$ cat src/rtl/cluster_pkg.sv
`default_nettype none
// ============================================================================
//  Module      : cluster_pkg
//  Description : Shared constants and types for the cluster encoder: segment
//                geometry, address/slot widths and the collector state type.
//  Revision    : 1.0  initial release
// ============================================================================
package cluster_pkg;

   localparam int MXSEGS     = 12;
   localparam int SEGSIZE    = 64;
   localparam int MXADRB     = 10;
   localparam int MXCLUSTERS = 8;

   localparam int VPFW       = MXSEGS * SEGSIZE;   // 768 strips
   localparam int SEGIDXW    = 4;                  // segment index width
   localparam int OFFW       = 6;                  // bit offset inside a segment
   localparam int CNTW       = 4;                  // slot count 0..MXCLUSTERS
   localparam int SLOTIDXW   = 3;                  // slot index 0..MXCLUSTERS-1

   localparam logic [MXADRB-1:0] INVALID_ADR    = {MXADRB{1'b1}};
   localparam logic [CNTW-1:0]   MXCLUSTERS_CNT = CNTW'(MXCLUSTERS);

   // One cluster slot holds one strip address
   typedef logic [MXADRB-1:0] slot_t;

   // Collector state: addresses are ignored until the first frame boundary
   typedef enum logic [0:0] {
      ST_IDLE    = 1'b0,
      ST_COLLECT = 1'b1
   } coll_state_e;

endpackage
`default_nettype wire

$ cat src/rtl/priority_encoder_64.sv
`default_nettype none
// ============================================================================
//  Module      : priority_encoder_64
//  Description : Combinational LSB-first encoder for one 64-bit segment.
//                active = any bit set, off = position of the lowest set bit.
//  Revision    : 1.0  initial release
// ============================================================================
module priority_encoder_64
   import cluster_pkg::*;
(
   input  logic [SEGSIZE-1:0] seg,
   output logic               active,
   output logic [OFFW-1:0]    off
);

   // Scan from the top down so the lowest set bit is the last one to win
   always_comb begin
      active = |seg;
      off    = '0;
      for (int i = SEGSIZE - 1; i >= 0; i--) begin
         if (seg[i]) begin
            off = OFFW'(i);
         end
      end
   end

endmodule
`default_nettype wire

$ cat src/rtl/cluster_encoder.sv
`default_nettype none
// ============================================================================
//  Module      : cluster_encoder
//  Description : 3-stage pipelined priority encoder over the 768-bit VPF
//                vector (one address per cycle) plus a per-frame collector
//                that gathers up to MXCLUSTERS addresses for the packer.
//  Revision    : 1.0  initial release
// ============================================================================
module cluster_encoder
   import cluster_pkg::*;
(
   input  logic                         clock,
   input  logic                         global_reset_n,
   input  logic                         frame_start,
   input  logic [VPFW-1:0]              vpfs_in,
   output logic [MXADRB-1:0]            adr_out,
   output logic                         adr_valid,
   output logic [MXCLUSTERS*MXADRB-1:0] clusters_out,
   output logic [CNTW-1:0]              cluster_cnt,
   output logic                         overflow,
   output logic                         frame_valid
);

   // ---------------- Stage 1: per-segment encode ----------------
   logic [MXSEGS-1:0] seg_act_d;
   logic [MXSEGS-1:0] seg_act_q;
   logic [OFFW-1:0]   seg_off_d [MXSEGS];
   logic [OFFW-1:0]   seg_off_q [MXSEGS];

   generate
      for (genvar g = 0; g < MXSEGS; g++) begin : g_seg
         priority_encoder_64 u_enc (
            .seg    (vpfs_in[g*SEGSIZE +: SEGSIZE]),
            .active (seg_act_d[g]),
            .off    (seg_off_d[g])
         );
      end
   endgenerate

   // Register the per-segment active flags and offsets
   always_ff @(posedge clock or negedge global_reset_n) begin
      if (!global_reset_n) begin
         seg_act_q <= '0;
         for (int i = 0; i < MXSEGS; i++) begin
            seg_off_q[i] <= '0;
         end
      end else begin
         seg_act_q <= seg_act_d;
         for (int i = 0; i < MXSEGS; i++) begin
            seg_off_q[i] <= seg_off_d[i];
         end
      end
   end

   // ---------------- Stage 2: lowest active segment ----------------
   logic [SEGIDXW-1:0] segidx_d;
   logic [OFFW-1:0]    off_d;
   logic               any_d;
   logic [SEGIDXW-1:0] segidx_q;
   logic [OFFW-1:0]    off_q;
   logic               any_q;

   // 12-input priority mux: the lowest-index active segment wins
   always_comb begin
      segidx_d = '0;
      off_d    = '0;
      any_d    = |seg_act_q;
      for (int i = MXSEGS - 1; i >= 0; i--) begin
         if (seg_act_q[i]) begin
            segidx_d = SEGIDXW'(i);
            off_d    = seg_off_q[i];
         end
      end
   end

   // Register the selected segment, its offset and the any-hit flag
   always_ff @(posedge clock or negedge global_reset_n) begin
      if (!global_reset_n) begin
         segidx_q <= '0;
         off_q    <= '0;
         any_q    <= 1'b0;
      end else begin
         segidx_q <= segidx_d;
         off_q    <= off_d;
         any_q    <= any_d;
      end
   end

   // ---------------- Stage 3: address output ----------------
   logic [MXADRB-1:0] adr_q;
   logic              adr_valid_q;

   // segidx*64 + off is a plain concatenation; hold the last address when idle
   always_ff @(posedge clock or negedge global_reset_n) begin
      if (!global_reset_n) begin
         adr_q       <= '0;
         adr_valid_q <= 1'b0;
      end else begin
         adr_valid_q <= any_q;
         if (any_q) begin
            adr_q <= {segidx_q, off_q};
         end
      end
   end

   // ---------------- frame_start alignment ----------------
   logic [2:0] start_sr_q;
   logic       start_d3;

   // Delay frame_start by the pipeline depth so it lines up with adr_out
   always_ff @(posedge clock or negedge global_reset_n) begin
      if (!global_reset_n) begin
         start_sr_q <= '0;
      end else begin
         start_sr_q <= {start_sr_q[1:0], frame_start};
      end
   end

   assign start_d3 = start_sr_q[2];

   // ---------------- Collector ----------------
   coll_state_e                  state_q;
   slot_t                        slots_q [MXCLUSTERS];
   logic [CNTW-1:0]              cnt_q;
   logic                         ovf_q;
   logic [MXCLUSTERS*MXADRB-1:0] clusters_q;
   logic [CNTW-1:0]              cluster_cnt_q;
   logic                         overflow_q;
   logic                         frame_valid_q;

   // Frame collector FSM; an address coinciding with start_d3 opens the new
   // frame (slot 0) and is not part of the frame being closed
   always_ff @(posedge clock or negedge global_reset_n) begin
      if (!global_reset_n) begin
         state_q       <= ST_IDLE;
         for (int i = 0; i < MXCLUSTERS; i++) begin
            slots_q[i] <= INVALID_ADR;
         end
         cnt_q         <= '0;
         ovf_q         <= 1'b0;
         clusters_q    <= '1;
         cluster_cnt_q <= '0;
         overflow_q    <= 1'b0;
         frame_valid_q <= 1'b0;
      end else begin
         frame_valid_q <= 1'b0;
         case (state_q)
            ST_IDLE: begin
               if (start_d3) begin
                  state_q <= ST_COLLECT;
                  for (int i = 0; i < MXCLUSTERS; i++) begin
                     slots_q[i] <= INVALID_ADR;
                  end
                  ovf_q <= 1'b0;
                  if (adr_valid_q) begin
                     slots_q[0] <= adr_q;
                     cnt_q      <= CNTW'(1);
                  end else begin
                     cnt_q      <= '0;
                  end
               end
            end
            ST_COLLECT: begin
               if (start_d3) begin
                  for (int i = 0; i < MXCLUSTERS; i++) begin
                     clusters_q[i*MXADRB +: MXADRB] <= slots_q[i];
                     slots_q[i] <= INVALID_ADR;
                  end
                  cluster_cnt_q <= cnt_q;
                  overflow_q    <= ovf_q;
                  frame_valid_q <= 1'b1;
                  ovf_q         <= 1'b0;
                  if (adr_valid_q) begin
                     slots_q[0] <= adr_q;
                     cnt_q      <= CNTW'(1);
                  end else begin
                     cnt_q      <= '0;
                  end
               end else if (adr_valid_q) begin
                  if (cnt_q < MXCLUSTERS_CNT) begin
                     slots_q[cnt_q[SLOTIDXW-1:0]] <= adr_q;
                     cnt_q <= cnt_q + CNTW'(1);
                  end else begin
                     ovf_q <= 1'b1;
                  end
               end
            end
            default: state_q <= ST_IDLE;
         endcase
      end
   end

   assign adr_out      = adr_q;
   assign adr_valid    = adr_valid_q;
   assign clusters_out = clusters_q;
   assign cluster_cnt  = cluster_cnt_q;
   assign overflow     = overflow_q;
   assign frame_valid  = frame_valid_q;

endmodule
`default_nettype wire

$ cat config.mk
export PLATFORM = sky130hd
export DESIGN_NAME = cluster_encoder
export DESIGN_NICKNAME = d
export VERILOG_FILES = /design/src/rtl/cluster_pkg.sv /design/src/rtl/priority_encoder_64.sv /design/src/rtl/cluster_encoder.sv
export SDC_FILE = /design/constraint.sdc
export NUM_CORES = 1
export LEC_CHECK = 0
export ABC_AREA = 1
export CAP_MARGIN = 20
export CORE_AREA = 2 2 336 338
export CTS_CLUSTER_SIZE = 28
export DETAILED_ROUTE_END_ITERATION = 10
export DIE_AREA = 0 0 338 340
export SYNTH_ARGS = -nofsm -noshare
export SYNTH_HDL_FRONTEND = slang
export SYNTH_SLANG_ARGS = --single-unit
$ cat constraint.sdc
create_clock -name clock -period 2.5 [get_ports clock]
set_clock_uncertainty 0.15 [all_clocks]
set_input_delay 0.25 -clock clock [delete_from_list [all_inputs] [get_ports clock]]
set_output_delay 0.25 -clock clock [all_outputs]
set_load 0.02 [all_outputs]
==> metrics.md, run 1 <==
| Metric | Value |
|---|---|
| Outcome | `finished with violations` |
| Violated checks | `setup timing` |
| Crit path max-delay cell type | `a21oi_2` |
| Biggest cell delay along the critical path | `0.12 ns` |
| Initial core utilization | `19.25%` |
| H-tree levels | `2` |
| Area grow syn2layout | `67.33%` |
| Average size of a mapped cell | `5.728 µm²` |
| Clock-pin transition on the worst setup and hold timing paths | `0.06 ns` |
| Critical Path AT | `3.74 ns` |
| Buffer and inverter count on the worst path | `2` |
| Highest clock rate | `292.8 MHz` |
| Final Cycle Share | `136.6%` |
| Core Area | `111,600 µm²` |
| Die X | `338 µm` |
| Unrepaired setup endpoints after global routing | `yes` |
| Critical path required time | `2.82 ns` |
| Synth cell types | `33` |
| Drt total wl | `102.6 mm` |
| Worst hold path type | `input pin to register` |
| First-pass GRT wire length | `146.0 mm` |
| Worst Setup End Kind | `register` |
| Clock share of power | `37.0%` |
| 1st-iter DRT viols | `1,133` |
| Reg power frac | `34.8%` |
| Maximum buffer depth of the clock tree | `3` |
| Clock sink count | `281` |
| PnR worst setup slack | `-0.9157 ns` |
| Largest net degree at the start of global routing | `69` |
| Slew HR | `52.33%` |
| Skew-Pair Late Insertion Delay | `0.55 ns` |
| YS warnings | `0` |
| Row count | `123` |
| Hold Vio Cnt, Final | `0` |
| Net Sw Power | `4393 µW` |
| FF-to-FF setup slack | `0.16 ns` |
| Peak fanout along the critical path | `2` |
| Int Power | `10,670 µW` |
| Peak VDD IR | `348.9 µV` |
| Net Sw Frac | `29.16%` |
| Final Setup Violations | `13` |
| Critical path type | `input pin to register` |
| I/O Buffers | `867` |
| Placed cells | `6,338` |
| Hpwl dp | `89.94 mm` |
| Initial antenna violation count | `28` |
| Final std cells w/o fill | `6,427` |
| Grt ovf | `0` |
| Routed Antenna Nets | `0` |
| Leak | `0.01824 µW` |
| Root Driver | `clkbuf_16` |
| I/O pin count | `868` |
| Comb pwr share | `28.2%` |
| Mapped Area | `21,480 µm²` |
| Worst Tran Pin Value | `0.7125 ns` |
| Final net count | `5,653` |
| GRT Total Usage | `17.02%` |
| Vias | `25,542` |
| Die area | `114,900 µm²` |
| Syn_nets | `4,521` |
| Vias in the first global route | `24,756` |
| RePlAce Congestion | `0.9236` |
| CP most frequent cell | `nand2_1` |
| Max cap viols | `0` |
| WL per Instance | `15.97 µm` |
| Power per cell area | `419.2 nW/µm²` |
| Hold Worst Slack | `0.09524 ns` |
| Sequential share of the synthesized area | `33.68%` |
| DR vias/cell | `3.974` |
| Die Ht | `340 µm` |
| Post-route minimum period | `3.416 ns` |
| DR DRC count | `0` |
| CTS tree | `built` |
| Fin. max-slew vios | `0` |
| Layout cells sized above 1 | `16.24%` |
| DRT Pass-1 Iters | `5` |
| CP Launch Type | `input pin` |
| Cts bufs inserted | `36` |
| Critical path's top delay family | `simple AND/OR/NAND/NOR gates` |
| Cell count after synthesis | `3,749` |
| Yosys reg bits | `281` |
==> worst reg2reg max path: stages, from the launching register on <==
cell and delay (ns):
dfrtp_1 0.38, inv_1 0.09, nor2_4 0.13, nand2_1 0.08
nand3_1 0.12, o21ai_1 0.13, nand2_1 0.08, o211ai_1 0.17
nand4_1 0.12, o21ai_0 0.15, o21a_1 0.21, o211ai_1 0.16
o21ai_0 0.10, o21ai_0 0.17
==> synthesized netlist by cell type <==
| master | instances | share of area (%) |
|---|---|---|
| a211oi_1 | 14 | 0.49 |
| a21boi_0 | 4 | 0.14 |
| a21oi_1 | 94 | 2.2 |
| a21oi_2 | 12 | 0.49 |
| a22oi_1 | 7 | 0.24 |
| a311oi_1 | 8 | 0.33 |
| a31oi_1 | 33 | 0.96 |
| a41oi_1 | 1 | 0.041 |
| buf_1 | 3 | 0.052 |
| bufinv_8 | 7 | 0.57 |
| clkbuf_1 | 46 | 0.80 |
| clkinv_1 | 7 | 0.12 |
| dfrtp_1 | 121 | 14 |
| dfstp_2 | 160 | 20 |
| ha_1 | 1 | 0.058 |
| inv_1 | 840 | 15 |
| inv_2 | 51 | 0.89 |
| mux2_2 | 5 | 0.26 |
| nand2_1 | 1380 | 24 |
| nand3_1 | 58 | 1.4 |
| nand4_1 | 14 | 0.41 |
| nor2_1 | 563 | 9.8 |
| nor3_1 | 35 | 0.82 |
| nor4_1 | 27 | 0.79 |
| o211ai_1 | 13 | 0.45 |
| o21a_1 | 6 | 0.21 |
| o21ai_0 | 206 | 4.8 |
| o21bai_1 | 13 | 0.45 |
| o311ai_0 | 9 | 0.37 |
| o31ai_1 | 8 | 0.28 |
| o32ai_1 | 1 | 0.041 |
| or2_2 | 1 | 0.029 |
| xor2_1 | 1 | 0.041 |
==> cells in the final DEF, fill, tap and decap left out, types with 33 or more instances in the layout <==
cell type        Yosys  final
nor2_1             563    549
a31oi_1             33     33
nand2_2              0     59
dfstp_2            160    160
inv_1              840    822
clkdlybuf4s50_1      0    753
inv_2               51     63
buf_4                0    253
clkbuf_16            0     36
a21oi_1             94     82
buf_6                0     36
nand2_1           1380   1309
nor3_1              35     35
nand3_1             58     52
dfrtp_1            121    121
o21ai_0            206    186
==> what timing repair did <==
action / in CTS / in global routing
pin swaps: 87 / 135
setup buffers: 6 / 6
hold buffers: 1 / 0
endpoints found under the hold margin: 84 / 0
resized for setup: 310 / 259
setup endpoints to repair: 30 / 31
==> per-stage QoR <==
step	util (%)	power, µW	setup WS, ns	area [µm²]	TNS [ns]
2_1_floorplan	-	6855	-0.6433	21480	-7.719
3_3_place_gp	30.43	9430	-2.260	33960	-35.61
3_5_place_dp	30.43	9466	-2.181	33960	-36.33
4_1_cts	31.75	15200	-1.025	35430	-9.799
5_1_grt	32.20	15900	-1.607	35920	-16.74
6_report	32.21	15070	-0.9157	35940	-8.955
==> cells by family (layout without fill, tap and decap cells) <==
| family | after synthesis | after routing | synth area share (%) |
|---|---|---|---|
| flops | 281 | 281 | 33.68 |
| simple gates | 2078 | 2078 | 37.35 |
| buf+inv | 954 | 2113 | 17.12 |
| other cells | 0 | 19 | 0 |
| fa+ha+maj | 1 | 1 | 0.05825 |
| compound gates | 429 | 429 | 11.49 |
| mux | 5 | 5 | 0.2622 |
| xor+xnor | 1 | 1 | 0.04079 |
==> worst paths after layout <==
check,from,end,depth (start not counted)
worst max-delay path,vpfs_in[702],seg_off_q[6],64
worst min-delay path,vpfs_in[639],seg_act_q[9],7
worst max register to register,seg_act_q[11],off_q[5],13
worst min register to register,start_sr_q[1],start_sr_q[2],0
max in group asynchronous,global_reset_n,slots_q[44],3
min in group asynchronous,global_reset_n,cluster_cnt[3],2
==> flip-flops by register name, indices dropped and copies added (netlist names) <==
signal and flops:
off_q 6, state_q 1, segidx_q 4, cluster_cnt 4, frame_valid 1, overflow 1, clusters_out 80, adr_valid 1
ovf_q 1, start_sr_q 3, any_q 1, cnt_q 4, adr_out 10, seg_off_q 72, slots_q 80, seg_act_q 12
==> power by group through the flow <==
stage | logic (µW) | registers [µW] | clock network [µW]
finish | 4250 | 5240 | 5580
global route | 4700 | 5280 | 5920
CTS | 4190 | 5240 | 5760
detailed placement | 4160 | 5310 | 0
global placement | 4130 | 5300 | 0
floorplan | 1380 | 5470 | 0
==> metal layers <==
| layer | vias up | share of wire, % | track usage (%) |
|---|---|---|---|
| met4 | 12 | 3.0 | 5.269 |
| li1 | 13419 | - | - |
| met1 | 11252 | 40 | 19.30 |
| met3 | 140 | 7.4 | 4.096 |
| met5 | - | 0.071 | 0.2086 |
| met2 | 719 | 50 | 31.07 |
==> layout make-up <==
| type | instances | area (µm²) |
|---|---|---|
| clock inverters | 17 | 254.0 |
| well taps | 1500 | 1877 |
| clock buffers | 48 | 1026 |
| flip-flops and latches | 281 | 7232 |
| repair buffers | 1143 | 10740 |
| diodes | 19 | 47.55 |
| fillers | 12110 | 75640 |
| multi-input cells | 2514 | 11250 |
| inverters | 905 | 3512 |
Note: power is estimated with default switching activity, not from simulation.
==> run 2: changes to the inputs <==
--- a/config.mk
+++ b/config.mk
@@ -7,10 +7,11 @@
 export LEC_CHECK = 0
 export ABC_AREA = 1
 export CAP_MARGIN = 20
-export CORE_AREA = 2 2 336 338
+export CORE_AREA = 2 2 334 336
 export CTS_CLUSTER_SIZE = 28
 export DETAILED_ROUTE_END_ITERATION = 10
-export DIE_AREA = 0 0 338 340
+export DIE_AREA = 0 0 336 338
+export RECOVER_POWER = 25
 export SYNTH_ARGS = -nofsm -noshare
 export SYNTH_HDL_FRONTEND = slang
 export SYNTH_SLANG_ARGS = --single-unit
==> metrics.md, run 2 (synthesis results as in run 1) <==
| Metric | Value |
|---|---|
| Outcome | `finished with violations` |
| Violated checks | `setup timing` |
| Core Area | `110,100 µm²` |
| Critical path type | `input pin to register` |
| Metal3 WL | `5.875 mm` |
| DR DRC count | `0` |
| Leak | `0.01823 µW` |
| Routed Antenna Nets | `0` |
| Cts bufs inserted | `35` |
| Vias | `25,590` |
| Power per cell area | `414.1 nW/µm²` |
| Maximum buffer depth of the clock tree | `3` |
| Row count | `122` |
| Hold Vio Cnt, Final | `0` |
| Commonest cells after routing, fill and taps aside | `nand2_1, inv_1, clkdlybuf4s50_1, nor2_1, buf_4` |
| First-pass GRT wire length | `148.4 mm` |
| Initial antenna violation count | `25` |
| Skew-Pair Late Insertion Delay | `0.55 ns` |
| Beginning of the critical path | `vpfs_in[509]` |
| PnR worst setup slack | `-0.9816 ns` |
| Cells on worst reg2reg path | `15` |
| Worst Tran Pin Value | `1.061 ns` |
| Largest net degree at the start of global routing | `104` |
| Biggest cell delay along the critical path | `0.12 ns` |
| Clock-pin transition on the worst setup and hold timing paths | `0.06 ns` |
| H-tree levels | `2` |
| Vias in the first global route | `24,601` |
| GRT Total Usage | `17.48%` |
| CP most frequent cell | `nand2_1` |
| Highest routed layer | `met5` |
| Fin. max-slew vios | `0` |
| Die area | `113,600 µm²` |
| Int Power | `10,520 µW` |
| Final setup TNS | `-9.214 ns` |
| Hpwl dp | `91.04 mm` |
| Post-route minimum period | `3.482 ns` |
| WL per Instance | `16.30 µm` |
| I/O Buffers | `867` |
| Highest clock rate | `287.2 MHz` |
| DR WL met2 | `52.71 mm` |
| Core Util, Final | `32.71%` |
| Slew HR | `29.26%` |
| Die Ht | `338 µm` |
| Peak VDD IR | `413.8 µV` |
| RR Endpoint | `off_q[2]` |
| CTS tree | `built` |
| Initial core utilization | `19.51%` |
| Net Sw Frac | `29.42%` |
| DRT Pass-1 Iters | `5` |
| Min-Delay Path Depth | `7` |
| Clock sink count | `281` |
| Net Sw Power | `4386 µW` |
| Commonest non-fill, non-tap cell in the layout | `nand2_1` |
| RePlAce Congestion | `0.9363` |
| Area grow syn2layout | `67.64%` |
| Final Cycle Share | `139.3%` |
| Worst Setup End Kind | `register` |
| Peak fanout along the critical path | `2` |
| Grt ovf | `0` |
| Reg power frac | `35.2%` |
| Critical Path AT | `3.75 ns` |
| 1st-iter DRT viols | `1,090` |
| DR vias/cell | `3.988` |
| CP Launch Type | `input pin` |
| Worst hold path type | `input pin to register` |
| Final net count | `5,654` |
| Unrepaired setup endpoints after global routing | `yes` |
| FF-to-FF setup slack | `0.05 ns` |
| Root Driver | `clkbuf_16` |
| M1 wire length | `42.79 mm` |
| Max cap viols | `0` |
| Layout cells sized above 1 | `16.24%` |
| Clock share of power | `36.1%` |
| Crit path max-delay cell type | `buf_2` |
| I/O pin count | `868` |
| RR Startpoint | `seg_act_q[11]` |
| Final Setup Violations | `13` |
| Min-delay src | `vpfs_in[638]` |
| Die X | `336 µm` |
| Critical path required time | `2.77 ns` |
| Drt total wl | `104.6 mm` |
| Hold endpoint | `seg_act_q[9]` |
| Comb pwr share | `28.7%` |
==> run 2: cell types whose count changed in the layout (fill, tap and decap cells not counted), moves of 4 or more <==
cell             delta
a21oi_2             -4
dlygate4sd2_1       +9
clkdlybuf4s50_1     -5
clkbuf_2            -9
buf_6               +9
o21ai_2             +6
buf_4               -5
o21ai_0             -8
==> run 2: critical path, delay by kind of cell <==
family,cells,cell delay [ns]
AOI/OAI and AO/OA,1,0.05
buffers and inverters,2,0.18
and+or+nand+nor,60,3.27
==> run 2: worst max path at each step <==
stage,end
2_1_floorplan,seg_off_q[0]
3_3_place_gp,seg_off_q[24]
3_5_place_dp,seg_off_q[24]
4_1_cts,seg_off_q[24]
5_1_grt,seg_off_q[24]
6_report,seg_off_q[24]
==> run 2: cell type report <==
type / count / area, µm²
fill: 11936 / 74060
multi-input combinational: 2514 / 11320
timing repair buffer: 1145 / 10790
sequential: 281 / 7232
inverter: 905 / 3512
tap: 1488 / 1862
clock buffer: 45 / 963.4
clock inverter: 18 / 269.0
antenna: 21 / 52.55
==> run 2: timing repair <==
| action | in CTS | in global routing |
|---|---|---|
| buffers inserted | 19 | 11 |
| hold buffers | 2 | 0 |
| endpoints found under the hold margin | 132 | 0 |
| resized for setup | 355 | 248 |
| gates cloned | 0 | 0 |
| pin swaps | 116 | 164 |
| endpoints found under the setup margin | 31 | 30 |
==> run 2: metal layers <==
metal,vias to the layer above,GRT usage [%]
met4,8,5.314
li1,13432,-
met1,11292,20.36
met3,141,3.409
met5,-,0
met2,717,32.11
==> run 2: metrics by stage <==
stage	power, µW	instance area (µm²)	hold slack [ns]	setup WS [ns]	instances
2_1_floorplan	6855	21480	-0.1956	-0.6433	3749
3_3_place_gp	9455	33950	0.01069	-2.272	6323
3_5_place_dp	9491	33950	0.01213	-2.218	6323
4_1_cts	15040	35390	0.01363	-1.039	6392
5_1_grt	15780	35990	0.1027	-1.607	6412
6_report	14910	36000	0.07457	-0.9816	6417
==> run 2: power by group through the flow <==
| stage | Combinational [µW] | Clock, µW | Sequential [µW] |
|---|---|---|---|
| floorplan | 1380 | 0 | 5470 |
| global placement | 4150 | 0 | 5310 |
| detailed placement | 4180 | 0 | 5310 |
| CTS | 4210 | 5580 | 5250 |
| global route | 4720 | 5770 | 5290 |
| finish | 4280 | 5380 | 5250 |
